<file path="config.mk">
export PLATFORM = sky130hd
export DESIGN_NAME = dcache_ctrl
export DESIGN_NICKNAME = d
export VERILOG_FILES = /design/src/rtl/dcache_ctrl_pkg.sv /design/src/rtl/dcache_sram.sv /design/src/rtl/dcache_ctrl.sv
export SDC_FILE = /design/constraint.sdc
export NUM_CORES = 2
export LEC_CHECK = 0
export BUFFER_PORTS_ARGS = -buffer_cell sky130_fd_sc_hd__buf_2
export CAP_MARGIN = 5
export CORE_MARGIN = 5
export CORE_UTILIZATION = 30
export DETAILED_ROUTE_END_ITERATION = 12
export GPL_ROUTABILITY_DRIVEN = 0
export GPL_TIMING_DRIVEN = 0
export HOLD_SLACK_MARGIN = 0.02
export PLACE_DENSITY = 0.51
export SLEW_MARGIN = 25
export SYNTH_ARGS = -nofsm -noshare
export SYNTH_HDL_FRONTEND = slang
export SYNTH_SLANG_ARGS = --single-unit
</file>
<file path="constraint.sdc">
create_clock -name clk_i -period 17.5 [get_ports clk_i]
set_clock_uncertainty 0.15 [all_clocks]
set_input_delay 0.875 -clock clk_i [delete_from_list [all_inputs] [get_ports clk_i]]
set_output_delay 0.875 -clock clk_i [all_outputs]
set_load 0.005 [all_outputs]
</file>
<file path="src/rtl/dcache_ctrl_pkg.sv">
// dcache_ctrl_pkg: shared FSM state type and address field widths for the data cache.
package dcache_ctrl_pkg;
  localparam int ADDR_W = 32;
  localparam int WORD_W = 32;
  localparam int BYTE_W = 2;
  typedef enum logic [1:0] {IDLE, WB, FILL} state_t;
  function automatic int off_w(input int words);
    return $clog2(words);
  endfunction
  function automatic int idx_w(input int lines);
    return $clog2(lines);
  endfunction
  function automatic int tag_w(input int lines, input int words);
    return ADDR_W - BYTE_W - $clog2(lines) - $clog2(words);
  endfunction
endpackage

</file>
<file path="src/rtl/dcache_sram.sv">
// dcache_sram: per-line valid/dirty/tag/data storage, one async read port and one write port.
module dcache_sram #(
  parameter int LINES = 16,
  parameter int TW    = 24,
  parameter int BW    = 128
) (
  input  logic                     i_clk,
  input  logic                     i_rst,
  input  logic [$clog2(LINES)-1:0] i_rd_idx,
  output logic                     o_rd_valid,
  output logic                     o_rd_dirty,
  output logic [TW-1:0]            o_rd_tag,
  output logic [BW-1:0]            o_rd_data,
  input  logic                     i_we,
  input  logic [$clog2(LINES)-1:0] i_wr_idx,
  input  logic                     i_wr_dirty,
  input  logic [TW-1:0]            i_wr_tag,
  input  logic [BW-1:0]            i_wr_data
);
  logic [LINES-1:0] r_valid;
  logic [LINES-1:0] r_dirty;
  logic [TW-1:0]    r_tag  [LINES];
  logic [BW-1:0]    r_data [LINES];
  always_ff @(posedge i_clk) begin
    if (i_rst) begin
      r_valid <= '0;
      r_dirty <= '0;
    end else if (i_we) begin
      r_valid[i_wr_idx] <= 1'b1;
      r_dirty[i_wr_idx] <= i_wr_dirty;
    end
  end
  // Tag and data keep their contents across reset; only the flags are cleared.
  always_ff @(posedge i_clk) begin
    if (i_we && !i_rst) begin
      r_tag[i_wr_idx]  <= i_wr_tag;
      r_data[i_wr_idx] <= i_wr_data;
    end
  end
  assign o_rd_valid = r_valid[i_rd_idx];
  assign o_rd_dirty = r_dirty[i_rd_idx];
  assign o_rd_tag   = r_tag[i_rd_idx];
  assign o_rd_data  = r_data[i_rd_idx];
endmodule

</file>
<file path="src/rtl/dcache_ctrl.sv">
// dcache_ctrl: direct-mapped write-back data cache controller with zero-latency hits
// and a blocking WB/FILL miss sequence toward a block-wide memory port.
module dcache_ctrl
  import dcache_ctrl_pkg::*;
#(
  parameter int LINES = 16,
  parameter int WORDS = 4
) (
  input  logic                  clk_i,
  input  logic                  rst_i,
  input  logic                  cpu_req_i,
  input  logic                  cpu_we_i,
  input  logic [31:0]           cpu_addr_i,
  input  logic [31:0]           cpu_wdata_i,
  output logic [31:0]           cpu_rdata_o,
  output logic                  cpu_stall_o,
  output logic                  mem_req_o,
  output logic                  mem_we_o,
  output logic [31:0]           mem_addr_o,
  output logic [32*WORDS-1:0]   mem_wdata_o,
  input  logic [32*WORDS-1:0]   mem_rdata_i,
  input  logic                  mem_ack_i
);
  localparam int OW = off_w(WORDS);
  localparam int IW = idx_w(LINES);
  localparam int TW = tag_w(LINES, WORDS);
  localparam int BW = WORD_W * WORDS;
  state_t         r_state;
  state_t         w_next;
  logic [OW-1:0]  w_off;
  logic [IW-1:0]  w_idx;
  logic [TW-1:0]  w_tag;
  logic           w_rd_valid;
  logic           w_rd_dirty;
  logic [TW-1:0]  w_rd_tag;
  logic [BW-1:0]  w_rd_data;
  logic [BW-1:0]  w_store_blk;
  logic           w_hit;
  logic           w_fill_done;
  logic           w_unused;
  assign w_off    = cpu_addr_i[BYTE_W +: OW];
  assign w_idx    = cpu_addr_i[BYTE_W+OW +: IW];
  assign w_tag    = cpu_addr_i[ADDR_W-1 -: TW];
  assign w_unused = ^cpu_addr_i[BYTE_W-1:0];
  dcache_sram #(.LINES(LINES), .TW(TW), .BW(BW)) u_sram (
    .i_clk      (clk_i),
    .i_rst      (rst_i),
    .i_rd_idx   (w_idx),
    .o_rd_valid (w_rd_valid),
    .o_rd_dirty (w_rd_dirty),
    .o_rd_tag   (w_rd_tag),
    .o_rd_data  (w_rd_data),
    .i_we       (w_fill_done || (w_hit && cpu_we_i)),
    .i_wr_idx   (w_idx),
    .i_wr_dirty (!w_fill_done),
    .i_wr_tag   (w_tag),
    .i_wr_data  (w_fill_done ? mem_rdata_i : w_store_blk)
  );
  assign w_hit       = cpu_req_i && w_rd_valid && (w_rd_tag == w_tag) && (r_state == IDLE);
  assign w_fill_done = (r_state == FILL) && mem_ack_i;
  // A store hit rewrites the whole line with one word merged in, so a single write port suffices.
  always_comb begin
    w_store_blk = w_rd_data;
    w_store_blk[w_off*WORD_W +: WORD_W] = cpu_wdata_i;
  end
  assign cpu_rdata_o = (w_hit && !cpu_we_i) ? w_rd_data[w_off*WORD_W +: WORD_W] : '0;
  assign cpu_stall_o = cpu_req_i && !w_hit;
  assign mem_req_o   = r_state != IDLE;
  assign mem_we_o    = r_state == WB;
  assign mem_addr_o  = (r_state == WB)   ? {w_rd_tag, w_idx, {(OW+BYTE_W){1'b0}}} :
                       (r_state == FILL) ? {w_tag, w_idx, {(OW+BYTE_W){1'b0}}} : '0;
  assign mem_wdata_o = (r_state == WB) ? w_rd_data : '0;
  always_comb begin
    w_next = (r_state == IDLE) ? ((cpu_req_i && !w_hit) ? ((w_rd_valid && w_rd_dirty) ? WB : FILL) : IDLE) :
             (r_state == WB)   ? (mem_ack_i ? FILL : WB) :
                                 (mem_ack_i ? IDLE : FILL);
  end
  always_ff @(posedge clk_i) begin
    r_state <= rst_i ? IDLE : w_next;
  end
endmodule

</file>
# After elaboration in Yosys (flattened, before gate mapping)
# Memory sizes are Yosys's and may differ from the RTL's.
# Index checks and enable logic that the tools add are counted.
[classes]
reduce_logical = 17
mux = 21
shift = 3
addsub = 1
order_cmp = 2
n_eq_ne = 3
bitwise = 1
[ops]
columns = ["cell", "n"]
rows = [
  ["2-to-1 mux 128 bit", 2],
  ["bitwise mux 128 bit", 1],
  ["variable shift 32 x 34 -> 128 bit, first input constant", 1],
  ["indexed part select 128 x 8 -> 32 bit", 1],
  ["indexed part select 32 x 34 -> 128 bit", 1],
  ["2-to-1 mux 32 bit", 3],
  ["negator 7 -> 34 bit", 1],
  ["== test 24 bit", 1],
  ["bitwise mux 16 bit", 1],
  ["OR 16 bit", 1],
  ["2-to-1 mux 2 bit", 6],
  ["logical AND 1 bit", 10],
  ["binary-select mux 1 bit (select 4 bit)", 2],
  ["< comparator 4 x 5 -> 1 bit, second input constant", 1],
  ["2-to-1 mux 1 bit", 5],
  ["demux 1 bit (select 4 bit)", 1],
  [">= comparator 4 x 1 -> 1 bit, second input constant", 1],
  ["zero test 1 bit", 4],
  ["== test 2 x 1 -> 1 bit, second input constant", 1],
  ["== test 2 bit, second input constant", 1],
  ["zero test 2 bit", 1],
  ["nonzero test 2 bit", 1],
  ["logical OR 1 bit", 1],
]
[word_totals]
reg_bits = 34
out_inout_bits = 195
ram_bits = 2432
n_memories = 2
[mem_list]
columns = ["memory", "words", "width", "rd", "rd_clocked_by_memory_dff", "write_ports", "line", "text"]
rows = [
  ["u_sram.r_data", 16, 128, 1, 0, 1, "dcache_sram.sv:23", "logic [BW-1:0] r_data [LINES];"],
  ["u_sram.r_tag", 16, 24, 1, 0, 1, "dcache_sram.sv:22", "logic [TW-1:0] r_tag [LINES];"],
]

# Longest topological paths before layout
[depth]
ltp_word = 10
ltp_mapped = 15
depth_no_buf = 8

# Modules after synthesis
# A second synthesis with hierarchy kept.
[hier_totals]
hier_cells = 4758
hier_area_um2 = 97813.8
[modules_own_cells]
columns = ["module", "instances", "area_per_inst_um2", "seq_area_each_um2", "cells_per_inst"]
rows = [
  ["dcache_sram", 1, 92801.5, 73670.7, 3995],
  ["dcache_ctrl", 1, 5012.3, 40.0, 763],
]

# Worst setup path after synthesis
# No wires, ideal clock.
[synth_path]
path_type = "in2reg"
start = "in cpu_addr_i[6]"
end = "mem u_sram.r_data[0][0], enable pin"
path_buffers = 2
stages = 10
path_slack_ns = 6.075
arrival_time_ns = 10.562
cell_sequence = "buf_4 > buf_2 > mux4_2 > a22oi_1 > nand2_1 > xor2_1 > or2_2 > nor4_1 > nand4_2 > a21oi_1"
[synth_between]
elab_chain_len = 10
[synth_lines]
columns = ["item", "line", "text"]
rows = [
  ["start: declaration", "dcache_ctrl.sv:13", "input logic [31:0] cpu_addr_i,"],
  ["parallel branches: the longest is 10 deep, another holds memory (16 x 24 bit)", "--", ""],
  ["end: declaration", "dcache_sram.sv:23", ""],
]
# Parallel ways; which one is timed is not known. The select of a mux whose other input is x is not followed.

# Worst setup path in the final report
[layout_path]
start = "in cpu_addr_i[5]"
end = "out cpu_rdata_o[11]"
[layout_between]
elab_chain_len = 7
[layout_lines]
columns = ["item", "line", "text"]
rows = [
  ["parallel branches: the longest is 6 deep, another holds memory (16 x 128 bit)", "--", ""],
  ["2-to-1 mux 32 bit *", "dcache_ctrl.sv:66", "assign cpu_rdata_o = (w_hit && !cpu_we_i) ? w_rd_data[w_off*WORD_W +: WORD_W] : '0;"],
  ["end: declaration", "dcache_ctrl.sv:15", "output logic [31:0] cpu_rdata_o,"],
]
# Mark *: on every way between the ends. The select of a mux whose other input is x is not followed.

==> impl_results.md <==
* Status: complete, no violations
* Core area at about 330000 um2
* First-pass GRT wire length at around 490000 um
* Async set-reset flop share out of synthesis at 0
* Power per cell area at 107 nW/um2
* Mapped Cells at 4587
* Post-route ant nets at 0
* Postcts setup bufs at 0
* Mean Syn Cell Area at about 21 um2
* Drt wl/cell at ~36 um
* Hold path depth at 1
* Final Cell Area at between 100000 and 150000 um2
* Max H-tree Level at 4
* Leakage at around 40 nW
* Worst-path clk slew at 0.06 ns
* Peak VDD IR at roughly 0.084 mV
* Worst path required time at ~16 ns
* RSZ-0062 raised after global routing: false
* Synth-to-layout area growth at 22.9%
* FP Rows at 210
* GRT Util Overall at 0.208
* Main synth FF type: edfxtp_1
* Origin of the critical flop-to-flop path: u_sram.r_tag[11][11]$_DFFE_PP_
* Inserted Clock Buffers at 249
* Die W at approximately 580 um
* Crit path cell chain: buf_2, buf_2, buf_2, buf_2, buf_2, buf_1, o2111ai_1, nor4_1, nand4_1, buf_16, buf_2, nor2b_1, buf_2
* Hold/Removal Path Class: in -> reg
* Slew HR at 0.225
* Final worst path period share at 0.439
* Worst skew pair latency at 0.91 ns
* Fmax at approximately 130 MHz
* Clock Sinks at about 2500
* CTS tree: done
* R2R setup slack at between 10 and 15 ns
* Yosys top cell by area: edfxtp_1
* Final Max Tran Viols at 0
* CTS hold repair buffers at 0
* I/O Pins at 392
* Unique masters post-synth at approximately 60
* Clock Tree Buf Depth at 4
* Clk root buf: clkbuf_16
* Largest net degree at the start of global routing at 24
* DR vias at approximately 55000
* Arrival time worst endpoint at roughly 6.7 ns
* Die height at between 500 and 600 um
* Area after DPL at between 100000 and 150000 um2
* Vias in the first global route at between 50000 and 60000
* GRT overflow at 0
* Final core utilization at 0.370
* Vias/cell at 5.48
* FF+latch area at approximately 74000 um2
* Worst Hold Launch: cpu_addr_i[19]
* Layout fillers at approximately 30000
* Number of remaining DRC errors at 0
* Register area share after synthesis at 0.748
* Multi-input logic area at 23700 um2
* Post-synth EDFFs at between 2000 and 2500
* Top cell type's share of synthesized area at 0.741
* Dpl hpwl at approximately 260000 um
* Worst r2r dst: u_sram.r_data[13][52]$_DFFE_PP_
* Seq cells post-synth at 2466
* Critical Path Slowest Stage Cell: nor4_1
* Final setup viols at 0
* Crit. End Element: primary output
* Worst-path maximum fanout at 10
* Number of max-cap violations at 0
* Drt initial violations at between 7000 and 8000
* CP max stage delay at about 0.76 ns
* Slew @ Worst Pin at between 1 and 1.5 ns
* Post-CTS sizing at 0
* Nets at between 5000 and 6000
* Starting density of the core at 0.301
* Final WL at ~360000 um
* WS Path Type: in -> out
* Drt first pass iters at 8
* Initial antenna violation count at 76
* Hold Vio Cnt, Final at 0
* Reg2Reg Depth at 16
* Worst hold path endpoint: u_sram.r_tag[3][11]$_DFFE_PP_
* Layout cell share with drive strength beyond 1 at 0.346
* Mapped Area at between 90000 and 100000 um2
* Total die area at 340000 um2
* CP dominant cell by count: buf_2
* CP Launch Type: input port
* Buffers on Ports at between 300 and 400
* Top cells by area, synth: edfxtp_1 74%, mux4_2 17%, nor2_1 1.3%, a221oi_1 1.2%, mux2i_1 0.87%
* Min cycle time layout at approximately 7.7 ns
* Yosys Warn Count at 0
-- logic make-up (layout without fill, tap and decap cells) --
group           Yosys count  in the layout  synth area share
simple gates            643            643            0.0310
other cells               1             17         0.0000381
flops                  2466           2466             0.748
xor+xnor                 20             20           0.00178
fa+ha+maj                 6              6          0.000762
compound gates          294            294            0.0238
mux                     850            850             0.181
buf+inv                 307           1412            0.0138
-- cell type report --
cell class / count / share of cell area
sequential: 2466 / 0.609
multi-input combinational: 1817 / 0.196
timing repair buffer: 654 / 0.0736
clock buffer: 313 / 0.0540
tap: 4346 / 0.0449
buffer: 288 / 0.0113
clock inverter: 138 / 0.0104
inverter: 19 / 0.000589
antenna: 13 / 0.000269
-- placed cells by master (no fill, tap or decap), types with 46 or more instances in the layout --
cell type / synthesis / final
edfxtp_1: 2432 / 2432
mux4_2: 739 / 739
buf_2: 70 / 473
nor2_1: 342 / 296
clkbuf_16: 0 / 252
buf_16: 0 / 237
clkbuf_1: 172 / 195
a221oi_1: 138 / 136
and2_1: 134 / 134
mux2i_1: 86 / 86
clkinv_1: 3 / 62
nand2_1: 56 / 56
nor2b_1: 46 / 46
nor2_2: 0 / 46
-- registers in the layout (all words and copies together), names as in the netlist --
name            flops
r_state             2
u_sram.r_data    2048
u_sram.r_dirty     16
u_sram.r_tag      384
u_sram.r_valid     16
-- cells in the mapped netlist (4+ instances only) --
cell type  instances
a31oi_1            4
nor2b_1           46
xor2_1            11
buf_1             22
nand3_1           11
ha_1               6
dfxtp_1           34
inv_1             15
xnor2_1            9
o21ai_0           24
buf_6              7
nor3_1            10
o22ai_1           10
nor2_1           342
and2_1           134
mux4_2           739
a22oi_1           35
edfxtp_1        2432
mux2_2            25
mux2i_1           86
buf_2             70
buf_4             16
a22o_1            31
clkbuf_1         172
a21oi_2           10
nand2b_1           7
nand2_1           56
nor4_1            21
a221oi_1         138
a21oi_1           16
-- worst max-delay path: cells and delay by family --
| family | cells | cell delay (ns) |
|---|---|---|
| AO/OA/AOI/OAI | 1 | 0.20 |
| AND/OR/NAND/NOR | 3 | 1.95 |
| buffers and inverters | 9 | 3.56 |
-- per-stage QoR --
step                      setup TNS, ns  worst slack (ns)  hold slack, ns  std cells  power, mW
after floorplan                       0              6.07           0.285       4590       7.27
after global placement         -8550.45             -9.37           0.307       9317       7.75
after detailed placement              0              9.67           0.310       9587       7.79
after CTS                             0              9.98           0.168      10000       13.0
after global routing                  0              9.94           0.205      10000       13.3
final                                 0              9.82           0.226      10100       12.9
-- report_power, final --
part / internal [mW] / leakage (nW) / switching (mW) / total [mW]
Combinational: 0.304 / 13.1 / 0.733 / 1.04
Clock: 2.96 / 3.80 / 2.27 / 5.23
Sequential: 6.64 / 22.2 / 0.00341 / 6.64
-- worst max path at each step --
stage	start	end	depth (start not counted)
after floorplan	cpu_addr_i[6]	u_sram.r_data[0][0]$_DFFE_PP_	10
after global placement	cpu_addr_i[5]	u_sram.r_data[6][43]$_DFFE_PP_	10
after detailed placement	cpu_addr_i[5]	u_sram.r_data[13][49]$_DFFE_PP_	18
after CTS	cpu_addr_i[5]	cpu_rdata_o[19]	13
after global routing	cpu_addr_i[5]	cpu_rdata_o[19]	13
final	cpu_addr_i[5]	cpu_rdata_o[11]	13
-- routing by layer --
layer  global-route usage  share of wire  vias up
li1                     -              -    21200
met1                0.284           0.40    30000
met2                0.329           0.46     3297
met3               0.0480          0.096      609
met4               0.0748          0.042       16
met5                    0        0.00028        -
Note: power is estimated with default switching activity, not from simulation.
